`src/rtl/fd_exc_reg_pkg.sv`:
```
// Shared constants and types for the IF/ID register slice.
// Exception codes, cause field layout and the D-slot bundle.
package fd_exc_reg_pkg;

  localparam logic [4:0] EXC_NONE = 5'd0;
  localparam logic [4:0] EXC_ADEL = 5'd4;
  localparam logic [4:0] EXC_RI   = 5'd10;

  localparam logic [31:0] PC_RESET_DEF = 32'h0000_3000;
  localparam logic [31:0] PC_LIMIT_DEF = 32'h0000_4ffc;

  localparam int CAUSE_BD     = 31;
  localparam int CAUSE_EXC_HI = 6;
  localparam int CAUSE_EXC_LO = 2;

  typedef struct packed {
    logic [31:0] instr;
    logic [31:0] pc;
    logic [31:0] cause;
    logic        valid;
  } dSlot_t;

  function automatic logic [31:0] mkCause(
    input logic       bd,
    input logic [4:0] code
  );
    logic [31:0] c;
    c = '0;
    c[CAUSE_BD] = bd;
    c[CAUSE_EXC_HI:CAUSE_EXC_LO] = code;
    return c;
  endfunction

endpackage

```
`src/rtl/fd_exc_reg_if.sv`:
```
// F->D boundary bundle: IFU/hazard/CP0 controls in,
// latched decode-stage view out.
interface fd_exc_reg_if;

  logic        stall;
  logic        exc_flush;
  logic        eretD;
  logic        brD;
  logic [31:0] pcF;
  logic [31:0] instrF;
  logic [31:0] instrD;
  logic [31:0] pcD;
  logic [31:0] pc8D;
  logic [31:0] causeD;
  logic        validD;

  modport master (
    output stall, exc_flush, eretD, brD,
    output pcF, instrF,
    input  instrD, pcD, pc8D, causeD, validD
  );

  modport slave (
    input  stall, exc_flush, eretD, brD,
    input  pcF, instrF,
    output instrD, pcD, pc8D, causeD, validD
  );

endinterface

```
`src/rtl/fd_exc_reg_pc_range_chk.sv`:
```
// Legality check for an instruction/data address:
// word aligned and inside [LO, HI], unsigned.
module fd_exc_reg_pc_range_chk #(
  parameter logic [31:0] LO = 32'h0000_3000,
  parameter logic [31:0] HI = 32'h0000_4ffc
) (
  input  logic [31:0] addr,
  output logic        ok
);

  // Alignment and window test, purely combinational.
  always_comb begin
    ok = (addr[1:0] == 2'b00)
      && (addr >= LO)
      && (addr <= HI);
  end

endmodule

```
`src/rtl/fd_exc_reg.sv`:
```
// IF/ID pipeline register with fetch AdEL detection,
// delay-slot marking and bubble insertion.
module fd_exc_reg
  import fd_exc_reg_pkg::*;
#(
  parameter logic [31:0] PC_RESET = PC_RESET_DEF,
  parameter logic [31:0] PC_LIMIT = PC_LIMIT_DEF
) (
  input logic          clk,
  input logic          reset,
  fd_exc_reg_if.slave  bus
);

  logic   adrOk;
  dSlot_t slotQ;
  dSlot_t slotN;

  fd_exc_reg_pc_range_chk #(
    .LO (PC_RESET),
    .HI (PC_LIMIT)
  ) uChk (
    .addr (bus.pcF),
    .ok   (adrOk)
  );

  // Next slot: flush beats stall, stall beats eret.
  always_comb begin
    slotN = slotQ;
    priority case (1'b1)
      bus.exc_flush: begin
        slotN.instr = '0;
        slotN.pc    = bus.pcF;
        slotN.cause = '0;
        slotN.valid = 1'b0;
      end
      bus.stall: begin
        slotN = slotQ;
      end
      bus.eretD: begin
        slotN.instr = '0;
        slotN.pc    = bus.pcF;
        slotN.cause = '0;
        slotN.valid = 1'b0;
      end
      default: begin
        slotN.instr = adrOk ? bus.instrF : '0;
        slotN.pc    = bus.pcF;
        slotN.cause = mkCause(bus.brD,
                              adrOk ? EXC_NONE : EXC_ADEL);
        slotN.valid = 1'b1;
      end
    endcase
  end

  // Slot register with asynchronous reset to a nop at PC_RESET.
  always_ff @(posedge clk or posedge reset) begin
    if (reset) begin
      slotQ.instr <= '0;
      slotQ.pc    <= PC_RESET;
      slotQ.cause <= '0;
      slotQ.valid <= 1'b0;
    end else begin
      slotQ <= slotN;
    end
  end

  assign bus.instrD = slotQ.instr;
  assign bus.pcD    = slotQ.pc;
  assign bus.pc8D   = slotQ.pc + 32'd8;
  assign bus.causeD = slotQ.cause;
  assign bus.validD = slotQ.valid;

endmodule

```
`src/flat_wrapper.sv`:
```
// flat-port wrapper written by rule: the top's interface ports become plain ports
module fd_exc_reg_flat import fd_exc_reg_pkg::*;
#(
  parameter logic [31:0] PC_RESET = PC_RESET_DEF,
  parameter logic [31:0] PC_LIMIT = PC_LIMIT_DEF
)
  (clk, reset, bus_stall, bus_exc_flush, bus_eretD, bus_brD, bus_pcF, bus_instrF, bus_instrD, bus_pcD, bus_pc8D, bus_causeD, bus_validD);
  fd_exc_reg_if bus_i ();
  input logic clk;
  input logic reset;
  input wire logic [$bits(bus_i.stall)-1:0] bus_stall;
  input wire logic [$bits(bus_i.exc_flush)-1:0] bus_exc_flush;
  input wire logic [$bits(bus_i.eretD)-1:0] bus_eretD;
  input wire logic [$bits(bus_i.brD)-1:0] bus_brD;
  input wire logic [$bits(bus_i.pcF)-1:0] bus_pcF;
  input wire logic [$bits(bus_i.instrF)-1:0] bus_instrF;
  output wire logic [$bits(bus_i.instrD)-1:0] bus_instrD;
  output wire logic [$bits(bus_i.pcD)-1:0] bus_pcD;
  output wire logic [$bits(bus_i.pc8D)-1:0] bus_pc8D;
  output wire logic [$bits(bus_i.causeD)-1:0] bus_causeD;
  output wire logic [$bits(bus_i.validD)-1:0] bus_validD;
  assign bus_i.stall = bus_stall;
  assign bus_i.exc_flush = bus_exc_flush;
  assign bus_i.eretD = bus_eretD;
  assign bus_i.brD = bus_brD;
  assign bus_i.pcF = bus_pcF;
  assign bus_i.instrF = bus_instrF;
  assign bus_instrD = bus_i.instrD;
  assign bus_pcD = bus_i.pcD;
  assign bus_pc8D = bus_i.pc8D;
  assign bus_causeD = bus_i.causeD;
  assign bus_validD = bus_i.validD;
  fd_exc_reg #(.PC_RESET(PC_RESET), .PC_LIMIT(PC_LIMIT)) u_core (.clk(clk), .reset(reset), .bus(bus_i));
endmodule
```
`config.mk`:
```
export PLATFORM = sky130hd
export DESIGN_NAME = fd_exc_reg_flat
export DESIGN_NICKNAME = d
export VERILOG_FILES = /design/src/rtl/fd_exc_reg_pkg.sv /design/src/rtl/fd_exc_reg_if.sv /design/src/rtl/fd_exc_reg_pc_range_chk.sv /design/src/rtl/fd_exc_reg.sv /design/src/flat_wrapper.sv
export SDC_FILE = /design/constraint.sdc
export NUM_CORES = 1
export LEC_CHECK = 0
export BUFFER_PORTS_ARGS = -buffer_cell sky130_fd_sc_hd__buf_2
export CORE_UTILIZATION = 40
export DETAILED_ROUTE_END_ITERATION = 10
export GPL_TIMING_DRIVEN = 0
export PLACE_DENSITY = 0.75
export SETUP_SLACK_MARGIN = 0.4
export SYNTH_ARGS = -nofsm -noshare
export SYNTH_HDL_FRONTEND = slang
export SYNTH_SLANG_ARGS = --single-unit
```
`constraint.sdc`:
```
create_clock -name clk -period 3.21 [get_ports clk]
set_input_delay 0.1605 -clock clk [delete_from_list [all_inputs] [get_ports clk]]
set_output_delay 0.1605 -clock clk [all_outputs]
set_load 0.02 [all_outputs]
```
* Yosys cells after proc, flatten, opt, wreduce, memory -nomap -nowiden *
Cells that the tools add are included.

operators by class
  order comparisons = 2
  equality and inequality tests = 1
  reduce and logical (&&, ||, !) cells = 3
  mux-type cells = 5
  add/subtract/negate cells = 1

operators with widths
  operator                                                             number
  two-way mux 97 bit                                                   3
  adder 32 x 4 -> 32 bit, second input constant                        1
  greater-or-equal comparator 32 x 14 -> 1 bit, second input constant  1
  <= comparator 32 x 15 -> 1 bit, second input constant                1
  two-way mux 32 bit                                                   1
  two-way mux 3 bit                                                    1
  logical AND 1 bit                                                    2
  zero test 2 bit                                                      1
  != test 2 x 1 -> 1 bit, second input constant                        1

word-level totals
  register bits after elaboration = 97
  word-level logic and storage cells = 16
  output and inout port bits = 129
  input bits = 70

* Longest topological paths before layout *
  depth after elaboration = 7
  depth in mapped cells = 6
  gate-level depth less buffers = 5

* Hierarchy *
Synthesis repeated with hierarchy kept, for this count alone.

second synthesis, totals
  cell total of the unflattened synthesis = 343
  area, all modules = 3345.7 sq um

by module, submodules not included
  module                   cells an instance  area each (sq um)  times used  sequential area each (sq um)
  fd_exc_reg               332                3271.9             1           1679.1
  fd_exc_reg_pc_range_chk  11                 73.8               1           0.0

* Worst setup path after synthesis *
OpenSTA, ideal clock, no wires.

  kind = flip-flop to output port
  start point = reg u_core.slotQ (netlist bit u_core.bus.pcD[3])
  end point = out bus_pc8D[23]
  setup slack = 1046 ps
  path buffers = 1
  cell stages (with the launch flop) = 7
  required time = 3049 ps
  arrival = 2004 ps
  cells stage by stage = dfrtp_1 ha_1 clkbuf_1 inv_1 nor4_4 nand4_1 xnor2_1

on the way
  longest elaborated chain between the ends = 1

ends and longest elaborated chain
  what                      line                RTL
  start: declaration        fd_exc_reg.sv:15    dSlot_t slotQ;
  start signal: assignment  fd_exc_reg.sv:63    slotQ <= slotN;
  adder 32 x 4 -> 32 bit    fd_exc_reg.sv:69    assign bus.pc8D = slotQ.pc + 32'd8;
  end: declaration          flat_wrapper.sv:19  output wire logic [$bits(bus_i.pc8D)-1:0] bus_pc8D;

Every way passes these cells.

* Final worst setup path *
  start point = reg u_core.slotQ (netlist bit u_core.bus.pcD[3])
  end point = out bus_pc8D[31]

The elaborated chain is that of the path after synthesis.

==> impl_metrics.tcl <==
set metrics [dict create \
    status "completed" \
    drc 0 \
    fin_crit_sh 0.767 \
    num_io_pins 199 \
    regToRegStartpoint "u_core.bus.pcD[6]" \
    cp_slowest_stage_delay_ns 0.47 \
    antenna_cells 0 \
    tightest_slew_ns 0.653 \
    drt_wl_total_mm 8.18 \
    cp.required_ns 3.05 \
    crit_path_end_kind "primary output" \
    wl_met2_mm 4.01 \
    ctsRootBufferMaster "clkbuf_8" \
    grt_pass1_wl_mm 12.8 \
    drt_iter0_markers 64 \
    antenna_found_initial 0 \
    crit_path_start "u_core.bus.pcD[3]" \
    drt-met1-wl_mm 3.36 \
    ys_ff_latch 67 \
    netlist_instances 271 \
    maxSlewViolCount 0 \
    setup_viol 0 \
    num_vias 2779 \
    power_density_nw_per_um2 450 \
    die_x_um 92.8 \
    worst-endpoint-arrival_ns 2.30 \
    mostFrequentLayoutCell "buf_2" \
    core.rowCount 32 \
    startpoint_type "register" \
    core_region_area_um2 7850 \
    hold_path_class "in -> reg" \
    cellLeakagePower_nw 2.44 \
    antenna_left 0 \
    worstSkewPairLatency_ns 0.34 \
    rsz0062_at_grt "false" \
    synth_area_per_cell_um2 12.2 \
    synth_top_cell_by_area "dfrtp_1" \
    dr.pass1.iters 4 \
    worst_clock_skew_ns 0 \
    h-tree-depth 3 \
    gp_congestion 0.844 \
    cp.depth 8 \
    fin_nets 553 \
    final_cell_mix "buf_2, dfrtp_1, buf_4" \
    grt_use_total 0.194 \
    critical_path_buf_inv_count 4 \
    rrSetupSlack_ns 2.31 \
    cp_cell_sequence "ha_1, clkbuf_1, inv_1, nor4_4, buf_4, nand4_1, xnor2_1, buf_2" \
    max_freq_ghz 0.406 \
    wl_met3_um 688 \
    routedWlPerCell_um 13.9 \
    grt_max_degree 38 \
    cts_tree "built" \
    dp_hpwl_mm 6.41 \
    cp_slowest_cell "dfrtp_1" \
    synth_area_um2 3300 \
    synth_cell_type_count 30 \
    slew_headroom 0.564 \
    start_util 0.420 \
    cp_top_family "buffers and inverters" \
    synth_area_leaders "dfrtp_1, mux2_2, a22o_1, buf_4, xnor2_1" \
    rr_endpoint "u_core.bus.pcD[6]" \
    crit_type "reg -> out" \
    vias_per_cell 4.72 \
    hold_viol 0 \
    yosysWarningCount 0 \
    min_period_ns 2.46 \
    endpoint "bus_pc8D[31]" \
    cp_max_fo 8 \
    seq_area_frac_synth 0.509 \
    grt_pass1_vias 2584 \
    vdd_ir_drop_max_uv 232 \
    clock_path_buffers 2 \
    cap_viol_max_count 0 \
    syn_to_final_growth_pct 40.1 \
    grt_overflow 0 \
    dpl.cell_count 571 \
    cts-buffers-inserted 9 \
    drive_gt1_frac 0.546 \
    die_h_um 92.8 \
    port_buffers 168 \
    reg2reg_depth 1 \
    clock_sinks 67 \
    fin_tns_setup_ns 0 \
    post-synth-top-area-fraction 0.493 \
    cts.repair.resized 0 \
    clkTransAtPathRegs_ns 0.08 \
    highest_layer "met4" \
    die_area_um2 8610 \
    fin_cells 589 \
]
## kinds of logic (layout without fill, tap and decap cells)
logic type | after synthesis | after routing | synth area share
flip-flops | 67 | 67 | 0.509
adder cells (fa/ha/maj) | 1 | 1 | 0.00379
other | 1 | 30 | 0.00114
buffers and inverters | 47 | 234 | 0.0933
multiplexers | 32 | 32 | 0.109
XOR/XNOR | 27 | 27 | 0.0717
AO/OA/AOI/OAI | 35 | 35 | 0.0914
AND/OR/NAND/NOR | 61 | 61 | 0.120
## worst min-delay path by stage
stage	startpoint	end	slack [ns]	depth (start not counted)
2_1_floorplan	bus_brD	u_core.bus.causeD[31]	0.29	1
3_3_place_gp	bus_instrF[20]	u_core.bus.instrD[20]	0.38	2
3_5_place_dp	reset	u_core.bus.instrD[11]	0.30	2
4_1_cts	bus_instrF[1]	u_core.bus.instrD[1]	0.02	2
5_1_grt	bus_instrF[11]	u_core.bus.instrD[11]	0.01	2
6_report	bus_instrF[6]	u_core.bus.instrD[6]	0.03	2
## area by class of cell
cell class,count,area [um^2]
fillers,689,3230
clock inverters,6,71.3
repair buffers,171,878
plain buffers,44,297
flip-flops and latches,67,1680
clock buffers,10,138
well taps,102,128
multi-input cells,186,1420
inverters,3,11.3
## per-layer routing
layer,track usage,vias to the layer above
met1,0.244,1287
met5,0,-
li1,-,1346
met3,0.0468,10
met4,0.0782,0
met2,0.320,136
## registers in the layout, indices dropped and copies added (netlist names)
signal / count
u_core.bus.causeD: 2
u_core.bus.instrD: 32
u_core.bus.validD: 1
u_core.bus.pcD: 32
## cell usage after synthesis
master,n
conb_1,1
xor2_1,5
dfrtp_1,65
a22o_1,33
and4_1,1
nor3_2,1
ha_1,1
mux2_2,32
xnor2_1,22
nor3_1,2
and3_1,3
nor4_4,2
o211ai_1,1
dfstp_2,2
and3b_1,1
nand4_4,2
nand3_1,11
nor2_1,4
nand4_1,12
inv_1,3
and4_2,1
nand2_1,13
nor4_1,5
buf_2,6
or3_1,1
buf_4,33
nor3b_1,1
o21ai_0,1
nor2b_1,1
clkbuf_1,5
## stage by stage
step / setup slack [ns] / hold WS (ns) / power, W / utilization / cell area [um^2]
after floorplan: 1.05 / 0.293 / 0.00122 / - / 3410
after global placement: 0.631 / 0.379 / 0.00136 / 0.558 / 4380
after detailed placement: 0.924 / 0.298 / 0.00137 / 0.560 / 4400
after CTS: 0.539 / 0.0188 / 0.00211 / 0.588 / 4610
after global routing: 0.570 / 0.0145 / 0.00218 / 0.589 / 4620
final: 0.748 / 0.0317 / 0.00208 / 0.589 / 4620
## timing repair
item | CTS | global route
endpoints found under the hold margin | 30 | 0
setup buffers | 0 | 1
endpoints found under the setup margin | 0 | 4
hold buffers | 1 | 0
## report_power, final
part	switching, W	internal, W
Sequential	0.0000591	0.000881
Combinational	0.000240	0.000172
Clock	0.000341	0.000387
Total	0.000640	0.00144
Note: power is estimated with default switching activity, not from simulation.
